File: src/rtl/fifo1.sv
// fifo1: single-clock first-word-fall-through FIFO, 2**ASIZE x DSIZE register storage.
// Latency: a written word appears on rdata the cycle after the write edge; rdata itself is combinational from the head slot.
// Backpressure: wfull rejects writes and rempty rejects reads; both flags are registered and exact, with no lag cycle.
//
// Ports:
//   wclk    in   single clock; every register updates on its rising edge
//   wrst    in   synchronous active-high reset; overrides winc/rinc
//   wdata   in   DSIZE write word
//   winc    in   write request, accepted when wfull=0
//   rinc    in   read/pop request, accepted when rempty=0
//   rdata   out  head-of-queue word (stale slot contents while rempty=1)
//   wfull   out  FIFO holds 2**ASIZE words
//   rempty  out  FIFO holds 0 words
//   count   out  occupancy 0..2**ASIZE (only when FIFO1_COUNT_EN is defined)
//
// Optional feature macro: FIFO1_COUNT_EN adds the registered count output.

module fifo1 #(
  parameter int DSIZE = 8,
  parameter int ASIZE = 4
) (
  input  logic             wclk,
  input  logic             wrst,
  input  logic [DSIZE-1:0] wdata,
  input  logic             winc,
  input  logic             rinc,
  output logic [DSIZE-1:0] rdata,
  output logic             wfull,
  output logic             rempty
`ifdef FIFO1_COUNT_EN
  ,
  output logic [ASIZE:0]   count
`endif
);

  localparam int DEPTH = 2 ** ASIZE;

  // Storage is deliberately left out of reset; only the pointers define validity.
  logic [DSIZE-1:0] mem_q [DEPTH];

  // Pointers carry one extra wrap bit so full and empty are distinguishable.
  logic [ASIZE:0] wptr_q, wptr_d;
  logic [ASIZE:0] rptr_q, rptr_d;
  logic           wfull_q, wfull_d;
  logic           rempty_q, rempty_d;
  logic           wr_acc;
  logic           rd_acc;

  always_comb begin
    wr_acc   = winc & ~wfull_q;
    rd_acc   = rinc & ~rempty_q;
    wptr_d   = wptr_q + (ASIZE+1)'(wr_acc);
    rptr_d   = rptr_q + (ASIZE+1)'(rd_acc);
    // Flags are computed from the post-edge pointers so they never lag occupancy.
    rempty_d = (wptr_d == rptr_d);
    wfull_d  = (wptr_d[ASIZE] != rptr_d[ASIZE]) &&
               (wptr_d[ASIZE-1:0] == rptr_d[ASIZE-1:0]);
  end

  always_ff @(posedge wclk) begin
    if (wrst) begin
      wptr_q   <= '0;
      rptr_q   <= '0;
      wfull_q  <= 1'b0;
      rempty_q <= 1'b1;
    end else begin
      wptr_q   <= wptr_d;
      rptr_q   <= rptr_d;
      wfull_q  <= wfull_d;
      rempty_q <= rempty_d;
    end
  end

  // A write under reset is dropped too, so nothing lands in a slot the reset just freed.
  always_ff @(posedge wclk) begin
    if (!wrst && wr_acc) begin
      mem_q[wptr_q[ASIZE-1:0]] <= wdata;
    end
  end

  assign rdata  = mem_q[rptr_q[ASIZE-1:0]];
  assign wfull  = wfull_q;
  assign rempty = rempty_q;

`ifdef FIFO1_COUNT_EN
  logic [ASIZE:0] count_q, count_d;

  always_comb begin
    // Modulo subtraction of the wrap-bit pointers gives 0..DEPTH directly.
    count_d = wptr_d - rptr_d;
  end

  always_ff @(posedge wclk) begin
    if (wrst) begin
      count_q <= '0;
    end else begin
      count_q <= count_d;
    end
  end

  assign count = count_q;
`endif

endmodule

File: config.mk
export PLATFORM = sky130hd
export DESIGN_NAME = fifo1
export DESIGN_NICKNAME = d
export VERILOG_FILES = /design/src/rtl/fifo1.sv
export SDC_FILE = /design/constraint.sdc
export NUM_CORES = 1
export LEC_CHECK = 0
export CAP_MARGIN = 20
export CORE_MARGIN = 2
export CORE_UTILIZATION = 45
export CTS_CLUSTER_SIZE = 28
export DETAILED_ROUTE_END_ITERATION = 8
export PLACE_DENSITY = 0.6
export SETUP_SLACK_MARGIN = 0.02
export SKIP_CTS_REPAIR_TIMING = 1
export SLEW_MARGIN = 5
export SYNTH_ARGS = -nofsm -noshare
export SYNTH_HDL_FRONTEND = slang
export SYNTH_SLANG_ARGS = --single-unit
export TNS_END_PERCENT = 10
File: constraint.sdc
create_clock -name wclk -period 2.6 [get_ports wclk]
set_input_delay 0.52 -clock wclk [delete_from_list [all_inputs] [get_ports wclk]]
set_output_delay 0.52 -clock wclk [all_outputs]
set_load 0.05 [all_outputs]
==> impl_results.md, run 1 <==
- Layout area overhead: 25.1%
- Post-Syn Area: 0.00556 mm^2
- Pwr per Cell Area: 822 mW/mm^2
- Synth Area in Simple Gates: 4.66%
- Compound-Gate Fraction of Synth Area: 2.39%
- Clock net sink count: 140
- # IOs: 22
- Setup crit end kind: primary output
- Ys async rst share: 0%
- Leading cell type in the layout, fill and taps excluded: edfxtp_1
- Reg2Reg Setup Slack: 0.63 ns
- Crit path DAT: 2.21 ns
- FF+latch count, synth: 140
- Clock transition at path regs: 0.06 ns
- Final Routed Wirelength: 10.7 mm
- Cell mode on critical path: clkbuf_16
- Worst setup skew after layout: 0.00455 ns
- Post-Syn Nets: 296
- Hold Slack: 0.516 ns
- Clock buffer depth: 2
- Final hold vios: 0
- Pleak: 2.29 nW
- Status: finished, violations left
- CTS Root Cell: clkbuf_16
- Largest net degree at the start of global routing: 36
- Post-route setup slack: -0.126 ns
- Crit path kind: reg2out
- Fill count: 907
- H-tree levels: 4
- Normalized max-slew margin: 43.3%
- Critical path buffer and inverter count: 2
- Slew @ Worst Pin: 0.850 ns
- Row Count: 40
- Vias in the first global route: 2,808
- Area of the multi-input gates: 0.00143 mm^2
- Worst setup path startpoint: rptr_q[0]
- Hold WC Path Type: reg2reg
- Layout Utilization: 57.9%
- Ys Warns: 0
- Unique masters post-synth: 27
- Delay-heaviest family, CP: multiplexers
- Slew Viols, Final: 0
- Die W: 115 um
- Post-synth EDFFs: 128
- Drt wl/cell: 21.4 um
- End point of the critical path: rdata[2]
- CP max stage delay: 0.49 ns
- Initial antenna violation count: 0
- Slowest stage cell, crit path: mux4_2
- Final Net Count: 355
- Setup crit start kind: flop
- Initial Utilization: 46.3%
- Reg-to-reg endpoint: wfull
- Fmax: 0.367 GHz
- # setup viols final: 8
- Die area: 0.0133 mm^2
- Placer Congestion: 0.755
- Synthesized area per cell: 19.8 um^2
- Most frequent cells in the layout: 128 x edfxtp_1, 28 x mux4_2, 28 x buf_4
- Synth Area in XOR/XNOR: 1.73%
- Main combinational cell family by area after synthesis: multiplexers
- Adder-cell share of the synthesized area: 0.900%
- GR Overflow Total: 0
- CORE AREA: 0.0120 mm^2
- Crit-path max FO: 7
- PortBufs: 21
- Synthesized instance count: 280
- Mux share of post-synthesis cell area: 14.7%
- Skew-Pair Late Insertion Delay: 0.41 ns
- FF-to-FF Start: rptr_q[0]
- Worst r2r path cells: 8
- Post-Place Cells: 456
- Most common flop cell mapped by yosys: edfxtp_1
- Chip Height: 115 um
- First-pass DRT Iterations: 5
- N_diodes: 0
- Residual DRC count: 0
- First-pass GRT wire length: 16.1 mm
- Via/cell ratio: 5.48
- Via count: 2,737
- Max-cap violations: 0
- Global-route usage over all layers: 17.5%
- Iter 0 DRT Violations: 201
- Final min period: 2.73 ns
- Failing checks: negative setup slack
- Hpwl dp: 6.42 mm
- Required @ worst endpoint: 2.08 ns
- TritonCTS clock tree: built
- Register area share after synthesis: 73.5%
- Crit-path cells: clkbuf_16 > mux4_2 > mux2i_1 > a21oi_2 > clkbuf_16
- Stages on the worst setup path: 5
- CTS Buf Count: 17
- Unrepaired setup endpoints after global routing: true
- Antenna violation net count after detailed routing: 0
- Share of layout cells above drive strength 1: 34.1%
- Sequential cell area: 0.00409 mm^2
- Peak supply drop: 0.400 mV
- Period Utilization, post-route: 105%
- Non-Filler Instances: 499
[cell usage after synthesis, types with 5 or more instances]
library cell	count	area (um^2)
nand3_1	5	25.0
edfxtp_1	128	3840
a21oi_1	8	40.0
mux4_1	5	131
xor2_1	6	52.6
nor2_1	18	67.6
a211oi_2	5	62.6
xnor2_1	5	43.8
mux4_2	27	608
dfxtp_1	12	240
mux2i_1	8	80.1
buf_2	5	25.0
nor2b_1	14	87.6
[how the worst min path moves through the flow]
stage,slack (ns),start,to,depth (start not counted)
after floorplan,0.49,rptr_q[4],rptr_q[4],2
after global placement,0.50,wptr_q[4],wptr_q[4],2
after detailed placement,0.51,rptr_q[4],rptr_q[4],2
after CTS,0.52,rptr_q[4],rptr_q[4],2
after global routing,0.55,wptr_q[4],wptr_q[4],2
final,0.52,rptr_q[4],rptr_q[4],2
[flip-flops by register name (all words and copies together), names as in the netlist]
signal and flops:
mem_q 128, rptr_q 5, wptr_q 5, rempty 1
wfull 1
[cell families (layout without fill, tap and decap cells)]
kind of cell	count (synthesis)	count (layout)
buffers and inverters	17	89
flip-flops	140	140
XOR/XNOR	11	11
adder cells (fa/ha/maj)	4	4
multiplexers	40	40
AO/OA/AOI/OAI	17	17
AND/OR/NAND/NOR	51	51
[routing by layer]
metal	vias to the layer above	track usage [%]	share of wire, %
met5	-	0	0
met4	0	7.23	1.7
met3	16	4.53	4.7
met2	71	28.6	51
met1	1412	22.4	43
li1	1238	-	-
[worst register-to-register path: stages, from the launching register on]
cell and delay (ns):
dfxtp_4 0.39, buf_8 0.15, buf_4 0.13, ha_1 0.21, ha_1 0.21, nand3_1 0.12
xor2_1 0.23, xor2_1 0.22, nor4b_1 0.23
[final cells by class]
cell class                      instances  share of cell area [%]
Clock buffer                           18                    6.17
Clock inverter                         14                    2.88
Inverter                                1                  0.0540
Multi-Input combinational cell        123                    20.6
Sequential cell                       140                    58.8
Tap cell                              147                    2.65
Timing Repair Buffer                   56                    8.86
[per-stage QoR]
step           power (mW)  TNS [ns]  area (um^2)  setup slack, ns
3_3_place_gp         3.09         0         6090            0.119
6_report             5.71    -0.670         6950           -0.126
4_1_cts              5.63     -1.75         6720           -0.271
3_5_place_dp         3.09         0         6090            0.138
2_1_floorplan        2.91         0         5560            0.181
5_1_grt              5.88     -1.18         6950           -0.164
[report_power, final]
part / switching [mW] / total (mW) / internal (mW)
clock network: 0.874 / 2.56 / 1.69
logic: 0.309 / 0.651 / 0.342
registers: 0.0194 / 2.50 / 2.48
No activity file was read; power rests on OpenSTA's default activity.
==> run 2: changes to the inputs <==
--- a/config.mk
+++ b/config.mk
@@ -6,6 +6,7 @@
 export NUM_CORES = 1
 export LEC_CHECK = 0
 export CAP_MARGIN = 20
+export CORE_ASPECT_RATIO = 0.5
 export CORE_MARGIN = 2
 export CORE_UTILIZATION = 45
 export CTS_CLUSTER_SIZE = 28
==> run 2 against run 1 <==
Final area is 0.25% higher. Non-clock buffer count grew 8. Utilization rose by 0.46 points. Combinational power is 3.1% higher. Clock skew up 0.0060 ns. Via count rose by 2.7%. Maximum frequency is 0.59% lower. Clock-buffer cell count is 1 lower. First-iteration DRC count increased by 59%. Highest routed layer unchanged. Die area increased by 0.41%. Sequential cell count stayed put. Global-route usage grew 1.4 points. The run still ends with negative setup slack left.
==> impl_results.md, run 2 (synthesized netlist as in run 1, its figures left out) <==
- Hpwl dp: 7.22 mm (+12%)
- Initial antenna violation count: 0 (unchanged)
- First-pass DRT Iterations: 4 (-1)
- Worst setup path startpoint: rptr_q[0]
- Largest net degree at the start of global routing: 36 (unchanged)
- Crit path DAT: 2.22 ns (about the same)
- Hold Slack: 0.517 ns (+0.00129 ns)
- Clock transition at path regs: 0.06 ns (about the same)
- Die area: 0.0133 mm^2 (+0.41%)
- Layout area overhead: 25.4%
- H-tree levels: 4 (unchanged)
- Unrepaired setup endpoints after global routing: true
- CORE AREA: 0.0119 mm^2 (-0.54%)
- # setup viols final: 8 (unchanged)
- Fill count: 862 (-5.0%)
- Final Net Count: 363 (+2.3%)
- Register share of total power: 45.8% (+2.0 points)
- Chip Height: 82.6 um (-28%)
- Clock net sink count: 140 (unchanged)
- Period Utilization, post-route: 105% (+0.62 points)
- Failing checks: negative setup slack
- FF-to-FF Start: wfull
- Setup TNS: -0.824 ns (-0.155 ns)
- Normalized max-slew margin: 53.5% (+10 points)
- First-pass GRT wire length: 17.3 mm (+7.3%)
- Crit path kind: reg2out
- PortBufs: 21 (unchanged)
- Non-Filler Instances: 525 (+5.2%)
- Most frequent cells in the layout: 128 x edfxtp_1, 36 x buf_4, 28 x mux4_2
- GR Overflow Total: 0 (unchanged)
- Slew Viols, Final: 0 (unchanged)
- Clock share of power: 42.0% (-2.8 points)
- Initial Utilization: 46.5% (+0.25 points)
- Clock buffer depth: 2 (unchanged)
- Hold Startpoint: rptr_q[4]
- Drt wl/cell: 22.4 um (+4.3%)
- Setup crit start kind: flop
- Post-route setup slack: -0.142 ns (-0.0161 ns)
- Die W: 161 um (+40%)
- CTS Root Cell: clkbuf_16
- Worst setup skew after layout: 0.0105 ns (+0.00598 ns)
- Fmax: 0.365 GHz (-0.59%)
- Hold WC Path Type: reg2reg
- Final hold vios: 0 (unchanged)
- CTS Buf Count: 17 (unchanged)
- Combinational fraction of design power: 12.3% (+0.9 points)
- # IOs: 22 (unchanged)
- Iter 0 DRT Violations: 319 (+59%)
- Net Sw Frac: 23.9% (+2.9 points)
- Required @ worst endpoint: 2.08 ns (about the same)
- Row Count: 28 (-30%)
- Internal power: 4.17 mW (-7.6%)
- Setup crit end kind: primary output
- Via count: 2,810 (+2.7%)
- N_diodes: 0 (unchanged)
- Vias in the first global route: 2,875 (+2.4%)
- Placer Congestion: 0.790 (+4.5%)
- Crit-path max FO: 8 (+1)
- Skew-Pair Late Insertion Delay: 0.41 ns (about the same)
- Post-Place Cells: 482 (+5.7%)
- Max reg flops: 128 (unchanged)
- Max-cap violations: 0 (unchanged)
- Pwr per Cell Area: 786 mW/mm^2 (-4.4%)
- Final min period: 2.74 ns (+0.0161 ns)
- Pleak: 2.30 nW (+0.43%)
- Leading cell type in the layout, fill and taps excluded: edfxtp_1
- Final Routed Wirelength: 11.7 mm (+9.8%)
- Global-route usage over all layers: 18.8% (+1.4 points)
- TritonCTS clock tree: built
- Residual DRC count: 0 (unchanged)
- Via/cell ratio: 5.35 (-2.4%)
- Net Switching: 1.31 mW (+8.9%)
- Slew @ Worst Pin: 0.695 ns (-0.154 ns)
- Peak supply drop: 0.463 mV (+16%)
- Share of layout cells above drive strength 1: 36.7% (+2.6 points)
- Antenna violation net count after detailed routing: 0 (unchanged)
- Status: finished, violations left
- Pre-CTS WS: 0.0717 ns (-0.0667 ns)
run 2: cell count changes in the layout (fill, tap and decap cells not counted), sizes merged:
cell and change:
buf +11, inv +5, clkinv -1, bufinv -4
clkbuf -4, clkinvlp +1
run 2: critical path, stage by stage, from the launching register on:
cell and delay (ns):
dfxtp_4 0.43, buf_12 0.15, buf_12 0.14, buf_4 0.12, mux4_2 0.52, mux2i_4 0.20, a21oi_2 0.09, buf_6 0.16
run 2: power by group through the flow:
stage               clock [mW]  sequential (mW)  combinational (mW)
finish                    2.30             2.51               0.671
global route              2.45             2.51               0.711
CTS                       2.33             2.51               0.583
detailed placement           0             2.55               0.581
global placement             0             2.55               0.575
floorplan                    0             2.55               0.356
run 2: cell type report:
type	instances	area [um^2]	share of cell area (%)
clock buffers	17	425	6.11
repair buffers	64	666	9.55
flip-flops and latches	140	4090	58.7
inverters	1	3.75	0.0539
multi-input cells	123	1440	20.6
clock inverters	15	140	2.01
well taps	165	206	2.96
run 2: metrics by stage:
step / util (%) / total power, mW / cell area, um^2
2_1_floorplan: - / 2.91 / 5560
6_report: 58.3 / 5.48 / 6970
4_1_cts: 56.7 / 5.42 / 6770
5_1_grt: 58.3 / 5.67 / 6970
3_5_place_dp: 52.0 / 3.13 / 6210
3_3_place_gp: 52.0 / 3.13 / 6210
run 2: worst paths after layout:
path,cells after the start,endpoint,slack (ns)
hold reg to reg,2,rptr_q[4],0.52
setup reg to reg,7,wfull,0.76
setup / recovery,7,rdata[7],-0.14
hold / removal,2,rptr_q[4],0.52
run 2: metal layers:
layer,share of wire (%),GRT usage (%),wire (um),up-vias
met1,45,25.8,5340,1466
li1,-,-,-,1265
met4,0.38,6.16,45,0
met2,48,29.2,5660,72
met5,0,0,0,-
met3,6.0,5.89,705,7
==> run 3: changes to the inputs <==
--- a/config.mk
+++ b/config.mk
@@ -11,7 +11,7 @@
 export CORE_UTILIZATION = 45
 export CTS_CLUSTER_SIZE = 28
 export DETAILED_ROUTE_END_ITERATION = 8
-export PLACE_DENSITY = 0.6
+export PLACE_DENSITY = 0.62
 export SETUP_SLACK_MARGIN = 0.02
 export SKIP_CTS_REPAIR_TIMING = 1
 export SLEW_MARGIN = 5
==> constraint.sdc (replaced) <==
create_clock -name wclk -period 2.5 [get_ports wclk]
set_input_delay 0.5 -clock wclk [delete_from_list [all_inputs] [get_ports wclk]]
set_output_delay 0.5 -clock wclk [all_outputs]
set_load 0.05 [all_outputs]
==> run 3 against run 2 <==
The flow still finishes with violations (negative setup slack). Cell count is 1.5% lower. Power is 1.8% higher. First-iteration DRC count is 4.7% lower. Die area stayed put. Clock-buffer cell count stayed put. Sequential share of layout area is 1.3 points higher. Via count is 0.60% lower. Hold slack better by 0.0013 ns. Clock power is 3% higher. Combinational power is 8.0% lower. Utilization is 1.3 points lower. Critical path type unchanged. Largest power group unchanged.
==> impl_results.md, run 3 (synthesized netlist as in run 1, its figures left out) <==
- Status: finished, violations left
- Failing checks: negative setup slack
- Drt wl/cell: 21.1 um (-5.7%)
- Final Routed Wirelength: 10.9 mm (-7.1%)
- Clock net sink count: 140 (unchanged)
- Chip Height: 82.6 um (unchanged)
- Final hold vios: 0 (unchanged)
- Row Count: 28 (unchanged)
- Reg-to-reg endpoint: wfull
- Sequential cell area: 0.00409 mm^2 (about the same)
- Crit-path max FO: 15 (+7)
- Area of the multi-input gates: 0.00140 mm^2 (-2.7%)
- Crit path DAT: 2.15 ns (-0.07 ns)
- Largest net degree at the start of global routing: 36 (unchanged)
- Antenna violation net count after detailed routing: 0 (unchanged)
- Via/cell ratio: 5.40 (+0.93%)
- Worst r2r path cells: 7 (unchanged)
- First-pass DRT Iterations: 5 (+1)
- Met2 Wirelength: 5.26 mm (-7.1%)
- Unrepaired setup endpoints after global routing: true
- Setup crit start kind: flop
- Met3 WL: 782 um (+11%)
- Via count: 2,793 (-0.60%)
- Hpwl dp: 7.19 mm (-0.54%)
- Initial antenna violation count: 0 (unchanged)
- Die area: 0.0133 mm^2 (unchanged)
- Setup crit end kind: primary output
- PortBufs: 21 (unchanged)
- TritonCTS clock tree: built
- Peak supply drop: 0.456 mV (-1.6%)
- GR Overflow Total: 0 (unchanged)
- Vias in the first global route: 2,776 (-3.4%)
- Hold depth: 2 (unchanged)
- Clock buffer depth: 2 (unchanged)
- Required @ worst endpoint: 2.00 ns (-0.08 ns)
- Reg2Reg Setup Slack: 0.60 ns (-0.16 ns)
- CORE AREA: 0.0119 mm^2 (unchanged)
- Most frequent cells in the layout: 128 x edfxtp_1, 35 x buf_4, 28 x mux4_2
- Crit path kind: reg2out
- Max reg flops: 128 (unchanged)
- Post-route setup slack: -0.149 ns (-0.00713 ns)
- N_diodes: 0 (unchanged)
- Share of layout cells above drive strength 1: 32.1% (-4.6 points)
- Slew @ Worst Pin: 0.793 ns (+0.0972 ns)
- Period Utilization, post-route: 106%
- # IOs: 22 (unchanged)
- Residual DRC count: 0 (unchanged)
- H-tree levels: 4 (unchanged)
- Worst Hold Endpoint: rptr_q[4]
- CTS Root Cell: clkbuf_16
- Wire length on met1: 4.78 mm (-10%)
- FF-to-FF Start: rptr_q[0]
- Highest metal used: met4
- CTS Buf Count: 17 (unchanged)
- # setup viols final: 8 (unchanged)
- Normalized max-slew margin: 47.1% (-6.4 points)
- Fmax: 0.377 GHz
- Pre-CTS WS: -0.0329 ns (-0.105 ns)
- Clock transition at path regs: 0.06 ns (about the same)
- Fill count: 877 (+1.7%)
- Total power: 5.58 mW (+1.8%)
- Leading cell type in the layout, fill and taps excluded: edfxtp_1
- Pleak: 2.21 nW (-3.6%)
- Hold Startpoint: rptr_q[4]
- Pwr per Cell Area: 818 mW/mm^2 (+4.1%)
- Placer Congestion: 0.791 (+0.10%)
- Layout area overhead: 22.6%
- Worst setup skew after layout: 0.00559 ns (-0.00494 ns)
- Iter 0 DRT Violations: 304 (-4.7%)
- Final min period: 2.65 ns
- First-pass GRT wire length: 16.8 mm (-3.0%)
- Slew Viols, Final: 0 (unchanged)
- Skew-Pair Late Insertion Delay: 0.41 ns (about the same)
- Global-route usage over all layers: 18.2% (-0.60 points)
- Max-cap violations: 0 (unchanged)
- Hold WC Path Type: reg2reg
- Initial Utilization: 46.5% (unchanged)
- Die W: 161 um (unchanged)
- Final Net Count: 355 (-2.2%)
==> run 3: changes by cell type in the layout (fill, tap and decap cells not counted), moves of 2 or more <==
cell / before / now
buf_6: 4 / 1
mux2i_2: 5 / 0
inv_8: 2 / 0
buf_12: 11 / 5
clkinvlp_4: 1 / 3
inv_6: 3 / 5
clkinv_2: 3 / 0
clkbuf_16: 17 / 19
a21oi_1: 4 / 6
a21oi_2: 4 / 2
mux2i_1: 1 / 6
==> run 3: power by group <==
part,internal (mW),switching (mW),total [mW]
clock network,1.38,0.977,2.36
registers,2.58,0.0185,2.60
logic,0.310,0.307,0.617
total,4.27,1.30,5.58
==> run 3: layer usage <==
layer  up-vias  global-route usage [%]
met4         0                    6.88
li1       1244                       -
met3         7                    4.90
met2       101                    28.3
met5         -                       0
met1      1441                    25.2
==> run 3: how the worst max path moves through the flow <==
stage	depth (start not counted)	from	end	slack, ns
after detailed placement	8	winc	wfull	-0.03
final	6	rptr_q[0]	rdata[6]	-0.15
after floorplan	5	rptr_q[2]	rdata[1]	0.10
after global routing	6	rptr_q[0]	rdata[6]	-0.25
after CTS	5	rptr_q[0]	rdata[6]	-0.35
after global placement	8	rinc	wfull	0.05
==> run 3: area by class of cell <==
type	count	area share, %
repair buffers	56	8.14
clock inverters	15	2.04
clock buffers	17	6.24
multi-input cells	123	20.5
inverters	1	0.0551
well taps	165	3.03
flip-flops and latches	140	60.0
==> run 3: worst max-delay path, stage by stage (launching register included) <==
cell and delay (ns):
dfxtp_4 0.40, buf_12 0.17, mux4_2 0.50, nor2b_1 0.15
a211oi_2 0.19, a21oi_1 0.10, buf_12 0.21
==> run 3: per-stage QoR <==
step	TNS (ns)	hold slack, ns	util, %	instances	instance area (um^2)
detailed placement	-0.0329	0.511	51.2	477	6120
CTS	-2.31	0.525	56.0	509	6690
floorplan	0	0.485	-	280	5560
global placement	0	0.501	51.2	477	6120
global route	-1.73	0.559	57.0	517	6810
finish	-0.997	0.518	57.0	517	6810
